<file path="config.mk">
export PLATFORM = sky130hd
export DESIGN_NAME = target_entry_parser_flat
export DESIGN_NICKNAME = d
export VERILOG_FILES = /design/src/rtl/target_entry_parser_if.sv /design/src/rtl/target_entry_parser.sv /design/src/flat_wrapper.sv
export SDC_FILE = /design/constraint.sdc
export NUM_CORES = 1
export LEC_CHECK = 0
export BUFFER_PORTS_ARGS = -buffer_cell sky130_fd_sc_hd__buf_2
export CAP_MARGIN = 20
export CORE_MARGIN = 2
export CORE_UTILIZATION = 54
export DETAILED_ROUTE_END_ITERATION = 12
export GPL_TIMING_DRIVEN = 0
export PLACE_DENSITY = 0.8
export SLEW_MARGIN = 20
export SYNTH_ARGS = -nofsm -noshare
export SYNTH_HDL_FRONTEND = slang
export SYNTH_SLANG_ARGS = --single-unit
</file>
<file path="constraint.sdc">
create_clock -name clock -period 3.7 [get_ports clock]
set_clock_uncertainty 0.2 [all_clocks]
set_input_delay 0.37 -clock clock [delete_from_list [all_inputs] [get_ports clock]]
set_output_delay 0.37 -clock clock [all_outputs]
set_load 0.01 [all_outputs]
</file>
<file path="src/rtl/target_entry_parser_if.sv">
// Keyboard-entry bus: character stream in, committed targets and echo writes out.
interface target_entry_parser_if;
  localparam int unsigned CHAR_W = 8;
  localparam int unsigned COORD_W = 32;

  logic               char_valid;
  logic [CHAR_W-1:0]  char_in;
  logic [COORD_W-1:0] targetx;
  logic [COORD_W-1:0] targety;
  logic               target_valid;
  logic               error;
  logic               echo_we;
  logic [CHAR_W-1:0]  echo_index;
  logic [CHAR_W-1:0]  echo_data;
  logic               line_active;

  modport master (
    output char_valid, char_in,
    input  targetx, targety, target_valid, error,
    input  echo_we, echo_index, echo_data, line_active
  );

  modport slave (
    input  char_valid, char_in,
    output targetx, targety, target_valid, error,
    output echo_we, echo_index, echo_data, line_active
  );
endinterface

</file>
<file path="src/rtl/target_entry_parser.sv">
// Parses a typed "XXXX,YYYY<Enter>" line into digit-nibble target coordinates.
// Optional backspace editing is enabled by defining TARGET_ENTRY_BACKSPACE_EN.
module target_entry_parser #(
  parameter logic [7:0] ECHO_BASE  = 8'd148,
  parameter logic [7:0] BLANK_CHAR = 8'h20
) (
  input logic                  clock,
  input logic                  reset,
  target_entry_parser_if.slave bus
);
  localparam int unsigned POS_W   = 4;
  localparam int unsigned DIG_W   = 4;
  localparam int unsigned CHAR_W  = 8;
  localparam int unsigned COORD_W = 32;
  localparam logic [CHAR_W-1:0] BS_CHAR = 8'h08;

  typedef enum logic [1:0] {S_X, S_SEP, S_Y, S_ENT} state_t;

  state_t                   state_q, state_d;
  logic [POS_W-1:0]         pos_q, pos_d;
  logic [3:0][DIG_W-1:0]    x_q, x_d, y_q, y_d;
  logic [COORD_W-1:0]       targetx_q, targetx_d, targety_q, targety_d;
  logic                     target_valid_q, target_valid_d;
  logic                     error_q, error_d;
  logic                     echo_we_q, echo_we_d;
  logic [CHAR_W-1:0]        echo_index_q, echo_index_d;
  logic [CHAR_W-1:0]        echo_data_q, echo_data_d;

  logic             is_digit, is_sep, is_enter, bs_hit;
  logic [DIG_W-1:0] digit;
  logic [POS_W-1:0] pos_m1;

  assign is_digit = (bus.char_in >= 8'h30) && (bus.char_in <= 8'h39);
  assign is_sep   = (bus.char_in == 8'h2C) || (bus.char_in == 8'h20);
  assign is_enter = (bus.char_in == 8'h0D) || (bus.char_in == 8'h0A);
  assign digit    = DIG_W'(bus.char_in - 8'h30);
  assign pos_m1   = pos_q - 4'd1;

`ifdef TARGET_ENTRY_BACKSPACE_EN
  assign bs_hit = (bus.char_in == BS_CHAR);
`else
  assign bs_hit = 1'b0;
`endif

  // Field state is a pure function of cursor position.
  function automatic state_t state_of(input logic [POS_W-1:0] p);
    if (p <= 4'd3)       return S_X;
    else if (p == 4'd4)  return S_SEP;
    else if (p <= 4'd8)  return S_Y;
    else                 return S_ENT;
  endfunction

  always_comb begin
    state_d        = state_q;
    pos_d          = pos_q;
    x_d            = x_q;
    y_d            = y_q;
    targetx_d      = targetx_q;
    targety_d      = targety_q;
    target_valid_d = 1'b0;
    error_d        = 1'b0;
    echo_we_d      = 1'b0;
    echo_index_d   = echo_index_q;
    echo_data_d    = echo_data_q;

    if (bus.char_valid) begin
      if (bs_hit) begin
        // Backspace at pos 0 is silently ignored.
        if (pos_q != '0) begin
          pos_d        = pos_m1;
          state_d      = state_of(pos_m1);
          echo_we_d    = 1'b1;
          echo_index_d = ECHO_BASE + CHAR_W'(pos_m1);
          echo_data_d  = BLANK_CHAR;
          if (pos_m1 <= 4'd3)
            x_d[2'(4'd3 - pos_m1)] = '0;
          else if (pos_m1 >= 4'd5 && pos_m1 <= 4'd8)
            y_d[2'(4'd8 - pos_m1)] = '0;
        end
      end else begin
        error_d = 1'b1;
        unique case (state_q)
          S_X: if (is_digit) begin
            error_d                = 1'b0;
            x_d[2'(4'd3 - pos_q)]  = digit;
            pos_d                  = pos_q + 4'd1;
            state_d                = (pos_q == 4'd3) ? S_SEP : S_X;
          end
          S_SEP: if (is_sep) begin
            error_d = 1'b0;
            pos_d   = 4'd5;
            state_d = S_Y;
          end
          S_Y: if (is_digit) begin
            error_d                = 1'b0;
            y_d[2'(4'd8 - pos_q)]  = digit;
            pos_d                  = pos_q + 4'd1;
            state_d                = (pos_q == 4'd8) ? S_ENT : S_Y;
          end
          S_ENT: if (is_enter) begin
            error_d        = 1'b0;
            targetx_d      = {4'h0, x_q[3], 4'h0, x_q[2], 4'h0, x_q[1], 4'h0, x_q[0]};
            targety_d      = {4'h0, y_q[3], 4'h0, y_q[2], 4'h0, y_q[1], 4'h0, y_q[0]};
            target_valid_d = 1'b1;
            x_d            = '0;
            y_d            = '0;
            pos_d          = '0;
            state_d        = S_X;
          end
          default: ;
        endcase

        // Accepted digits and separators echo at the pre-increment position.
        if (!error_d && state_q != S_ENT) begin
          echo_we_d    = 1'b1;
          echo_index_d = ECHO_BASE + CHAR_W'(pos_q);
          echo_data_d  = bus.char_in;
        end

        if (error_d) begin
          x_d     = '0;
          y_d     = '0;
          pos_d   = '0;
          state_d = S_X;
        end
      end
    end
  end

  always_ff @(posedge clock or posedge reset) begin
    if (reset) begin
      state_q        <= S_X;
      pos_q          <= '0;
      x_q            <= '0;
      y_q            <= '0;
      targetx_q      <= '0;
      targety_q      <= '0;
      target_valid_q <= 1'b0;
      error_q        <= 1'b0;
      echo_we_q      <= 1'b0;
      echo_index_q   <= '0;
      echo_data_q    <= '0;
    end else begin
      state_q        <= state_d;
      pos_q          <= pos_d;
      x_q            <= x_d;
      y_q            <= y_d;
      targetx_q      <= targetx_d;
      targety_q      <= targety_d;
      target_valid_q <= target_valid_d;
      error_q        <= error_d;
      echo_we_q      <= echo_we_d;
      echo_index_q   <= echo_index_d;
      echo_data_q    <= echo_data_d;
    end
  end

  assign bus.targetx      = targetx_q;
  assign bus.targety      = targety_q;
  assign bus.target_valid = target_valid_q;
  assign bus.error        = error_q;
  assign bus.echo_we      = echo_we_q;
  assign bus.echo_index   = echo_index_q;
  assign bus.echo_data    = echo_data_q;
  assign bus.line_active  = (pos_q != '0);
endmodule

</file>
<file path="src/flat_wrapper.sv">
// flat-port wrapper written by rule: the top's interface ports become plain ports
module target_entry_parser_flat 
#(
  parameter logic [7:0] ECHO_BASE  = 8'd148,
  parameter logic [7:0] BLANK_CHAR = 8'h20
)
  (clock, reset, bus_char_valid, bus_char_in, bus_targetx, bus_targety, bus_target_valid, bus_error, bus_echo_we, bus_echo_index, bus_echo_data, bus_line_active);
  target_entry_parser_if bus_i ();
  input logic clock;
  input logic reset;
  input wire logic [$bits(bus_i.char_valid)-1:0] bus_char_valid;
  input wire logic [$bits(bus_i.char_in)-1:0] bus_char_in;
  output wire logic [$bits(bus_i.targetx)-1:0] bus_targetx;
  output wire logic [$bits(bus_i.targety)-1:0] bus_targety;
  output wire logic [$bits(bus_i.target_valid)-1:0] bus_target_valid;
  output wire logic [$bits(bus_i.error)-1:0] bus_error;
  output wire logic [$bits(bus_i.echo_we)-1:0] bus_echo_we;
  output wire logic [$bits(bus_i.echo_index)-1:0] bus_echo_index;
  output wire logic [$bits(bus_i.echo_data)-1:0] bus_echo_data;
  output wire logic [$bits(bus_i.line_active)-1:0] bus_line_active;
  assign bus_i.char_valid = bus_char_valid;
  assign bus_i.char_in = bus_char_in;
  assign bus_targetx = bus_i.targetx;
  assign bus_targety = bus_i.targety;
  assign bus_target_valid = bus_i.target_valid;
  assign bus_error = bus_i.error;
  assign bus_echo_we = bus_i.echo_we;
  assign bus_echo_index = bus_i.echo_index;
  assign bus_echo_data = bus_i.echo_data;
  assign bus_line_active = bus_i.line_active;
  target_entry_parser #(.ECHO_BASE(ECHO_BASE), .BLANK_CHAR(BLANK_CHAR)) u_core (.clock(clock), .reset(reset), .bus(bus_i));
endmodule
</file>
==> metrics.yaml <==
status: "complete, no violations"
r2r-end: "u_core.x_q[7]"
setup.worst_path.class: "register to register"
synth.area.top_cells: "dfrtp_1 (52%), mux2_2 (11%), buf_4 (6.5%)"
ff_latch_area_sq_um: 2200
pwr_density_cell_nw_per_um2: 407
reg2reg_from: "u_core.state_q[0]"
cp_max_fo: 10
worstHoldStart: "bus_char_in[5]"
crit_required_ns: 3.72
drtIter0Drc: 131
rows: 32
dr.pass1.iters: 5
synthMuxAreaShare: 0.136
drc: 0
hold_path_depth: 2
ys_ff_latch: 88
crit_path_start_kind: "register"
fin_crit_ns: 2.81
yosysUniqueCellTypes: 51
synthAdderAreaFrac: 0.0323
syn-instance-count: 370
reg2reg_depth: 9
cts_buffers: 9
cts_setup_buffers: 0
synth.yosys.seq_area_share: 0.517
grt_pass1_wl_um: 14100
antenna_found_initial: 0
wl_um: 8550
grt_max_degree: 49
fp.dieH_um: 92.9
synth_xor_area_frac: 0.00205
cts_buffer_depth: 2
placed_area_sq_um: 4830
netlist_area_sq_um: 4260
start_util: 0.555
synth-edff-count: 0
rsz0062_at_grt: "false"
multiInputGateArea_sq_um: 1680
drv_slew: 0
viasPerCell: 5.13
fin_setup_tns_ns: 0
cp.arrival_ns: 2.83
fin_nets: 495
vias: 2968
synth_top_area_share: 0.517
cts_tree: "built"
grt_pass1_vias: 2869
htree_levels: 3
die_w_um: 92.9
ant_nets: 0
synth_top_family_by_area: "multiplexers"
drive_gt1_frac: 0.367
yosysTopAreaCell: "dfrtp_1"
fin_crit_sh: 0.759
postLayoutCellArea_sq_um: 5070
rrSetupSlack_ns: 0.89
max-slew-margin-rel: 0.501
place_congestion: 0.868
synth.avg_cell_area_sq_um: 11.5
antennaDiodeCount: 0
area_growth_pct: 18.9
fillers: 602
hold_class: "input port to register"
min_to: "u_core.bus.echo_data[5]"
path_clk_slew_ns: 0.08
synth_simple_gate_area_frac: 0.0857
synth_compound_area_frac: 0.108
track_usage: 0.205
synthArstFlopShare: 1.00
root_buffer: "clkbuf_8"
worst_slew_pin_slew_ns: 0.742
core_area_sq_um: 7690
maxCapViolCount: 0
endpoint_kind: "register"
yosysWarnings: 0
finalSetupViolCount: 0
ir_drop_v: 0.000224
p_leak_uw: 0.00260
io_pins: 95
port_buffers: 58
gr-total-overflow: 0
wl_per_cell_um: 14.8
dp_hpwl_um: 6340
dieArea_sq_um: 8620
synth_top_flop_cell: "dfrtp_1"
hold_viol: 0
fmax_mhz: 356
clock_sinks: 88
clk_latency_ns: 0.35
[worst max-delay path: stages (launching register included)]
cell	delay (ns)
dfrtp_1	0.48
inv_1	0.16
ha_1	0.16
clkbuf_1	0.30
nor2_1	0.15
a31oi_4	0.25
o22ai_2	0.15
buf_4	0.20
a211oi_1	0.48
o22ai_1	0.15
[how the worst max path moves through the flow]
| stage | startpoint | endpoint | slack (ns) | cells past startpoint |
|---|---|---|---|---|
| after floorplan | reset | u_core.bus.echo_data[0] | 0.85 | 1 |
| after global placement | reset | u_core.bus.echo_we | 0.02 | 2 |
| after detailed placement | u_core.state_q[0] | u_core.x_q[6] | 0.93 | 9 |
| after CTS | u_core.state_q[0] | u_core.x_q[6] | 0.93 | 9 |
| after global routing | u_core.state_q[0] | u_core.x_q[6] | 0.64 | 9 |
| final | u_core.state_q[0] | u_core.x_q[7] | 0.89 | 9 |
[per-layer routing]
layer / GRT usage / vias up / share of wire / wire (um)
li1: - / 1411 / - / -
met1: 0.263 / 1442 / 0.41 / 3490
met2: 0.344 / 97 / 0.52 / 4460
met3: 0.0480 / 18 / 0.053 / 451
met4: 0.0686 / 0 / 0.017 / 144
met5: 0 / - / 0 / 0
[layout by cell type, fill, tap and decap left out, types with 14 or more instances in the layout]
cell	Yosys	routed
buf_2	2	60
buf_4	37	37
conb_1	1	33
dfrtp_1	88	88
inv_1	48	47
mux2_2	40	40
nand2_1	26	26
o21ai_0	14	14
o22ai_1	17	17
[stage by stage]
step | hold WS [ns] | setup WS (ns) | utilization | std cells | total power (uW)
after floorplan | 0.279 | 0.851 | - | 402 | 1230
after global placement | 0.247 | 0.0213 | 0.625 | 562 | 1320
after detailed placement | 0.252 | 0.934 | 0.628 | 563 | 1330
after CTS | 0.106 | 0.927 | 0.659 | 579 | 2070
after global routing | 0.116 | 0.641 | 0.659 | 579 | 2150
final | 0.110 | 0.891 | 0.659 | 579 | 2060
[flip-flops by register name (all words and copies together), names as in the netlist]
name	count
u_core.bus.targetx	16
u_core.bus.error	1
u_core.x_q	16
u_core.state_q	2
u_core.bus.echo_data	8
u_core.bus.targety	16
u_core.pos_q	4
u_core.bus.echo_index	7
u_core.y_q	16
u_core.bus.target_valid	1
u_core.bus.echo_we	1
[cell usage after synthesis, types with 3 or more instances]
master and instances:
ha_1 11, o22ai_1 17, o32ai_1 3, nor3_1 6, nand3_1 5, inv_1 48, mux2_4 4, a211oi_1 8
a21oi_1 3, mux2_2 40, o21ai_0 14, and4_1 3, o2bb2ai_1 6, mux2i_1 6, nor2_1 4, buf_4 37
nand2_1 26, dfrtp_1 88
[power by group]
part	total, uW	internal [uW]	switching, uW
sequential	1050	1020	30.5
clock	750	416	334
combinational	266	127	139
total	2060	1560	503
[cell type report]
cell class / count / share of cell area
multi-input combinational: 222 / 0.331
timing repair buffer: 60 / 0.0647
tap: 102 / 0.0252
sequential: 88 / 0.434
clock inverter: 4 / 0.0151
inverter: 48 / 0.0360
buffer: 44 / 0.0637
clock buffer: 11 / 0.0299
[kinds of logic (layout without fill, tap and decap cells)]
family          Yosys count  count (layout)
buf+inv                  92             167
flops                    88              88
compound gates           64              64
simple gates             62              62
mux                      51              51
fa+ha+maj                11              11
other cells               1              33
xor+xnor                  1               1
[repair_timing]
action,in CTS,in global routing
resized for setup,0,0
hold buffers,1,0
hold endpoints to repair,40,0
Note: power is estimated with default switching activity, not from simulation.
